`config.mk`:
```
export PLATFORM = sky130hd
export DESIGN_NAME = avl_arbiter_2m
export DESIGN_NICKNAME = d
export VERILOG_FILES = /design/src/rtl/avl_arb_pkg.sv /design/src/rtl/avl_arb_watchdog.sv /design/src/rtl/avl_arbiter_2m.sv
export SDC_FILE = /design/constraint.sdc
export NUM_CORES = 1
export LEC_CHECK = 0
export ABC_AREA = 0
export CAP_MARGIN = 20
export CORE_AREA = 2 2 122 124
export CTS_CLUSTER_SIZE = 30
export DETAILED_ROUTE_END_ITERATION = 8
export DIE_AREA = 0 0 124 126
export PLACE_DENSITY = 0.67
export SYNTH_ARGS = -nofsm -noshare
export SYNTH_HDL_FRONTEND = slang
export SYNTH_HIERARCHICAL = 1
export SYNTH_SLANG_ARGS = --single-unit
export TNS_END_PERCENT = 100
```
`constraint.sdc`:
```
create_clock -name clk -period 2.55 [get_ports clk]
set_clock_uncertainty 0.15 [all_clocks]
set_input_delay 0.6375 -clock clk [delete_from_list [all_inputs] [get_ports clk]]
set_output_delay 0.6375 -clock clk [all_outputs]
set_load 0.01 [all_outputs]
```
`src/rtl/avl_arb_pkg.sv`:
```
// Shared types and constants for the two-master Avalon-MM arbiter.
package avl_arb_pkg;

  typedef enum logic [1:0] {
    ST_IDLE  = 2'd0,
    ST_GNT0  = 2'd1,
    ST_GNT1  = 2'd2,
    ST_ABORT = 2'd3
  } arb_state_e;

  localparam logic [31:0] BUS_ERR_DATA_DEFAULT = 32'hDEADBEEF;

endpackage

```
`src/rtl/avl_arb_watchdog.sv`:
```
// Counts consecutive stalled cycles of the current grant; flags the edge
// on which the count reaches TIMEOUT_CYCLES-1.
module avl_arb_watchdog #(
  parameter int TIMEOUT_CYCLES = 256
) (
  input  logic clk,
  input  logic rst,
  input  logic clear,
  input  logic inc,
  output logic expired
);

  localparam int CNT_W = $clog2(TIMEOUT_CYCLES) + 1;

  logic [CNT_W-1:0] wd_cnt_r;

  assign expired = inc && (wd_cnt_r == CNT_W'(TIMEOUT_CYCLES - 2));

  // Stall counter: cleared whenever no grant is active.
  always_ff @(posedge clk or negedge rst) begin
    if (!rst) begin
      wd_cnt_r <= '0;
    end else if (clear) begin
      wd_cnt_r <= '0;
    end else if (inc) begin
      wd_cnt_r <= wd_cnt_r + CNT_W'(1);
    end
  end

endmodule

```
`src/rtl/avl_arbiter_2m.sv`:
```
// Round-robin arbiter sharing one Avalon-MM slave between two masters,
// one complete transfer per grant, with a hung-slave watchdog.
module avl_arbiter_2m
  import avl_arb_pkg::*;
#(
  parameter int                ADDR_W         = 32,
  parameter int                DATA_W         = 32,
  parameter int                TIMEOUT_CYCLES = 256,
  parameter logic [DATA_W-1:0] BUS_ERR_DATA   = DATA_W'(BUS_ERR_DATA_DEFAULT)
) (
  input  logic                  clk,
  input  logic                  rst,
  input  logic [ADDR_W-1:0]     m0_address,
  input  logic [DATA_W/8-1:0]   m0_byteenable,
  input  logic [DATA_W-1:0]     m0_writedata,
  input  logic                  m0_read,
  input  logic                  m0_write,
  output logic [DATA_W-1:0]     m0_readdata,
  output logic                  m0_waitrequest,
  input  logic [ADDR_W-1:0]     m1_address,
  input  logic [DATA_W/8-1:0]   m1_byteenable,
  input  logic [DATA_W-1:0]     m1_writedata,
  input  logic                  m1_read,
  input  logic                  m1_write,
  output logic [DATA_W-1:0]     m1_readdata,
  output logic                  m1_waitrequest,
  output logic [ADDR_W-1:0]     s_address,
  output logic [DATA_W/8-1:0]   s_byteenable,
  output logic [DATA_W-1:0]     s_writedata,
  output logic                  s_read,
  output logic                  s_write,
  input  logic [DATA_W-1:0]     s_readdata,
  input  logic                  s_waitrequest,
  output logic                  timeout_err
);

  arb_state_e state_r, state_nxt_s;
  logic       last_grant_r, last_grant_nxt_s;
  logic       timeout_err_r, timeout_err_nxt_s;
  logic       req0_s, req1_s, gnt_s, wd_inc_s, wd_expired_s;

  assign req0_s      = m0_read | m0_write;
  assign req1_s      = m1_read | m1_write;
  assign gnt_s       = (state_r == ST_GNT0) || (state_r == ST_GNT1);
  assign wd_inc_s    = s_waitrequest && (((state_r == ST_GNT0) && req0_s) ||
                                         ((state_r == ST_GNT1) && req1_s));
  assign timeout_err = timeout_err_r;

  avl_arb_watchdog #(.TIMEOUT_CYCLES(TIMEOUT_CYCLES)) u_watchdog (
    .clk     (clk),
    .rst     (rst),
    .clear   (!gnt_s),
    .inc     (wd_inc_s),
    .expired (wd_expired_s)
  );

  // Next-state logic; last_grant is taken on abort entry so ABORT knows its master.
  always_comb begin
    state_nxt_s       = state_r;
    last_grant_nxt_s  = last_grant_r;
    timeout_err_nxt_s = timeout_err_r;
    case (state_r)
      ST_IDLE: begin
        if (req0_s && req1_s) begin
          state_nxt_s = last_grant_r ? ST_GNT0 : ST_GNT1;
        end else if (req0_s) begin
          state_nxt_s = ST_GNT0;
        end else if (req1_s) begin
          state_nxt_s = ST_GNT1;
        end else begin
          state_nxt_s = ST_IDLE;
        end
      end
      ST_GNT0: begin
        if (!req0_s) begin
          state_nxt_s = ST_IDLE;
        end else if (!s_waitrequest) begin
          state_nxt_s      = ST_IDLE;
          last_grant_nxt_s = 1'b0;
        end else if (wd_expired_s) begin
          state_nxt_s       = ST_ABORT;
          last_grant_nxt_s  = 1'b0;
          timeout_err_nxt_s = 1'b1;
        end else begin
          state_nxt_s = ST_GNT0;
        end
      end
      ST_GNT1: begin
        if (!req1_s) begin
          state_nxt_s = ST_IDLE;
        end else if (!s_waitrequest) begin
          state_nxt_s      = ST_IDLE;
          last_grant_nxt_s = 1'b1;
        end else if (wd_expired_s) begin
          state_nxt_s       = ST_ABORT;
          last_grant_nxt_s  = 1'b1;
          timeout_err_nxt_s = 1'b1;
        end else begin
          state_nxt_s = ST_GNT1;
        end
      end
      ST_ABORT: state_nxt_s = ST_IDLE;
      default:  state_nxt_s = ST_IDLE;
    endcase
  end

  // State registers; reset biases the first tie toward m0.
  always_ff @(posedge clk or negedge rst) begin
    if (!rst) begin
      state_r       <= ST_IDLE;
      last_grant_r  <= 1'b1;
      timeout_err_r <= 1'b0;
    end else begin
      state_r       <= state_nxt_s;
      last_grant_r  <= last_grant_nxt_s;
      timeout_err_r <= timeout_err_nxt_s;
    end
  end

  // Bus muxing: decoded from state only, so strobes drop the moment reset asserts.
  always_comb begin
    s_address      = '0;
    s_byteenable   = '0;
    s_writedata    = '0;
    s_read         = 1'b0;
    s_write        = 1'b0;
    m0_waitrequest = 1'b1;
    m0_readdata    = '0;
    m1_waitrequest = 1'b1;
    m1_readdata    = '0;
    case (state_r)
      ST_GNT0: begin
        s_address      = m0_address;
        s_byteenable   = m0_byteenable;
        s_writedata    = m0_writedata;
        s_write        = m0_write;
        s_read         = m0_read & ~m0_write;
        m0_waitrequest = s_waitrequest;
        m0_readdata    = s_readdata;
      end
      ST_GNT1: begin
        s_address      = m1_address;
        s_byteenable   = m1_byteenable;
        s_writedata    = m1_writedata;
        s_write        = m1_write;
        s_read         = m1_read & ~m1_write;
        m1_waitrequest = s_waitrequest;
        m1_readdata    = s_readdata;
      end
      ST_ABORT: begin
        if (last_grant_r == 1'b0) begin
          m0_waitrequest = 1'b0;
          m0_readdata    = BUS_ERR_DATA;
        end else begin
          m1_waitrequest = 1'b0;
          m1_readdata    = BUS_ERR_DATA;
        end
      end
      default: begin
        s_read = 1'b0;
      end
    endcase
  end

endmodule

```
==> metrics.txt <==
status=completed; EDFF count, synth=0; critical path startpoint category=register; core area=0.01431 mm2; top cell type by total area after synthesis=a22oi_1; DP Area=0.005796 mm2; Top-Level Pins=312; final instance area=0.006146 mm2; count leader, synth=nand2_1; Clock Tree Buf Depth=2; Via density=4.316; die area=0.01562 mm2; PwrDens=898.2 mW/mm2; Post-Synth Adder-Cell Area=4.444%; drt pass-1 iters=4; CTS Buf Count=3; fraction of synthesized cell area taken by the top area cell type=23.00%; PortBufs=311; Flop pwr share=5.6%; final antenna-violating net count=0; Max Slew Vio Count=0; placer congestion estimate=0.7690; Peak VDD IR=0.0003255 V; FP Rows=44; multi-input logic area=0.001979 mm2; synth-to-layout area growth=172.9%; Compound-Gate Fraction of Synth Area=31.06%; Top FF cell, synth=dfrtp_1; Worst Path Arrival=1720 ps; Starting Density=15.73%; final setup fails=0; Fin. Hold Viols=0; Slew headroom=59.24%; synthesized area per cell=5.896 um2; max_cap viols=0; Netlist Area Pre-Place=0.002252 mm2; worst slew pin tran=609.5 ps; fmax=398.0 MHz; Worst EP required=1760 ps; Area contributors post-synth=a22oi_1 (23%), nand2_1 (18%), dfrtp_1 (13%); worst skew pair latency=240 ps; XOR/XNOR Fraction of Synth Area=1.556%; CTS tree=done; synth unique cells=41; Logic pwr share=89.0%; switching share of power=47.49%; Gate Count Post-Synth=382; layout net count=890; #FFs+latches synth=13; worst-path maximum fanout=23; initial antenna violation count=1; largest family of logic cells by synthesized area=simple AND/OR/NAND/NOR gates; Syn Nets=565; critical setup path kind=register to output pin; post-DP HPWL=11,000 um; final worst-path cycle share=98.52%; clock-pin slew on the worst setup and hold paths=40 ps; worst hold path type=register to register; Internal=2.899 mW; clock share of power=5.4%; RSZ-0062 raised after global routing=yes; NetSw=2.622 mW; post-synthesis mux area share=0%; DR vias=3,846; vias in the first global route=3,582; leakage=2.868 nW; register area share after synthesis=14.50%; Worst Setup End Kind=output pin; Post-synth top cells=nand2_1 (108), nor2_1 (79), a22oi_1 (69); gr usage total=16.58%; cts hold-fix bufs=0; final wirelength=14,490 um; Tot Pwr=5.520 mW; Fillers=1,466; Final Critical Period=2512 ps; layout cells sized above 1=19.26%; ys async rst share=100.0%; WL per Instance=16.26 um; global-route wire length before repair=20,120 um; H-tree levels=1; Reg area=327.8 um2; pin count of the biggest net entering global routing=33; DR iter-0 viols=160; clock sink total=13; clock root buffer master=clkbuf_16; Simple-Gate Fraction of Synth Area=40.22%; Overflow after GRT=0; Ys Warns=6; Die Y=126 um; # DRC=0; chip width=124 um
final timing paths:
kind	startpoint	cells after the start	slack, ps	to
max	state_r[0]	7	40	s_writedata[15]
min reg2reg	timeout_err	1	390	timeout_err
max reg2reg	state_r[0]	9	190	u_watchdog/wd_cnt_r[5]
max in group asynchronous	rst	1	1190	state_r[1]
min	timeout_err	1	390	timeout_err
min in group asynchronous	rst	1	630	u_watchdog/wd_cnt_r[3]
metal layers:
| metal | track usage (%) | wire length (um) |
|---|---|---|
| met1 | 20.44 | 5900 |
| met5 | 0 | 0 |
| met3 | 3.351 | 1081 |
| met2 | 29.86 | 7315 |
| met4 | 2.776 | 189 |
sequential cells by signal (all words and copies together), names as in the netlist:
signal               count
u_watchdog/wd_cnt_r      9
state_r                  2
last_grant_r             1
timeout_err              1
area by class of cell:
cell class,instances,share of cell area (%)
inverters,6,0.4479
well taps,184,3.746
diodes,1,0.04072
repair buffers,358,56.94
flip-flops and latches,13,5.334
clock buffers,4,1.283
multi-input cells,325,32.21
power groups by stage:
stage,combinational [mW],sequential [mW],clock [mW]
after floorplan,2.10,0.290,0
after global placement,4.74,0.299,0
after detailed placement,4.75,0.298,0
after CTS,4.64,0.304,0.305
after global routing,5.30,0.315,0.319
final,4.91,0.309,0.300
critical path: stages, from the launching register on:
cell and delay [ps]:
dfrtp_1 390, buf_6 140, ha_4 160, buf_4 140, buf_12 150, a22oi_2 150
nor2_1 50, dlygate4sd2_1 280
cells in the final DEF (no fill, tap or decap), types with 3 or more instances in the layout:
cell type	n
clkdlybuf4s50_1	172
nand2_1	107
nor2_1	78
dlygate4sd2_1	56
clkdlybuf4s15_1	49
a22oi_2	37
a22oi_1	32
clkbuf_2	27
buf_4	25
and2_1	16
dfrtp_1	11
buf_12	10
buf_6	7
a21oi_1	5
o21ai_0	5
buf_2	5
ha_1	4
clkbuf_16	4
inv_1	3
or3_1	3
ha_4	3
metrics by stage:
stage | worst slack (ps) | util [%] | hold slack [ps] | instances | TNS [ps]
2_1_floorplan | 155.8 | - | 191.9 | 382 | 0
3_3_place_gp | -386.2 | 40.49 | 392.1 | 872 | -8093
3_5_place_dp | -396.5 | 40.49 | 372.7 | 872 | -8678
4_1_cts | -68.05 | 41.86 | 396.8 | 887 | -68.05
5_1_grt | -61.14 | 42.94 | 419.3 | 891 | -218.9
6_report | 37.67 | 42.94 | 387.5 | 891 | 0
what timing repair did:
| item | 4_1_cts | 5_1_grt |
|---|---|---|
| pin swaps | 3 | 1 |
| setup endpoints to repair | 143 | 107 |
| gates resized for setup | 195 | 126 |
| cloned | 4 | 1 |
| buffers inserted | 7 | 2 |
logic make-up after synthesis:
logic type / count (synthesis)
AO/OA/AOI/OAI: 94
flip-flops: 13
AND/OR/NAND/NOR: 219
XOR/XNOR: 4
adder cells (fa/ha/maj): 8
buffers and inverters: 44
No activity file was read; power rests on OpenSTA's default activity.
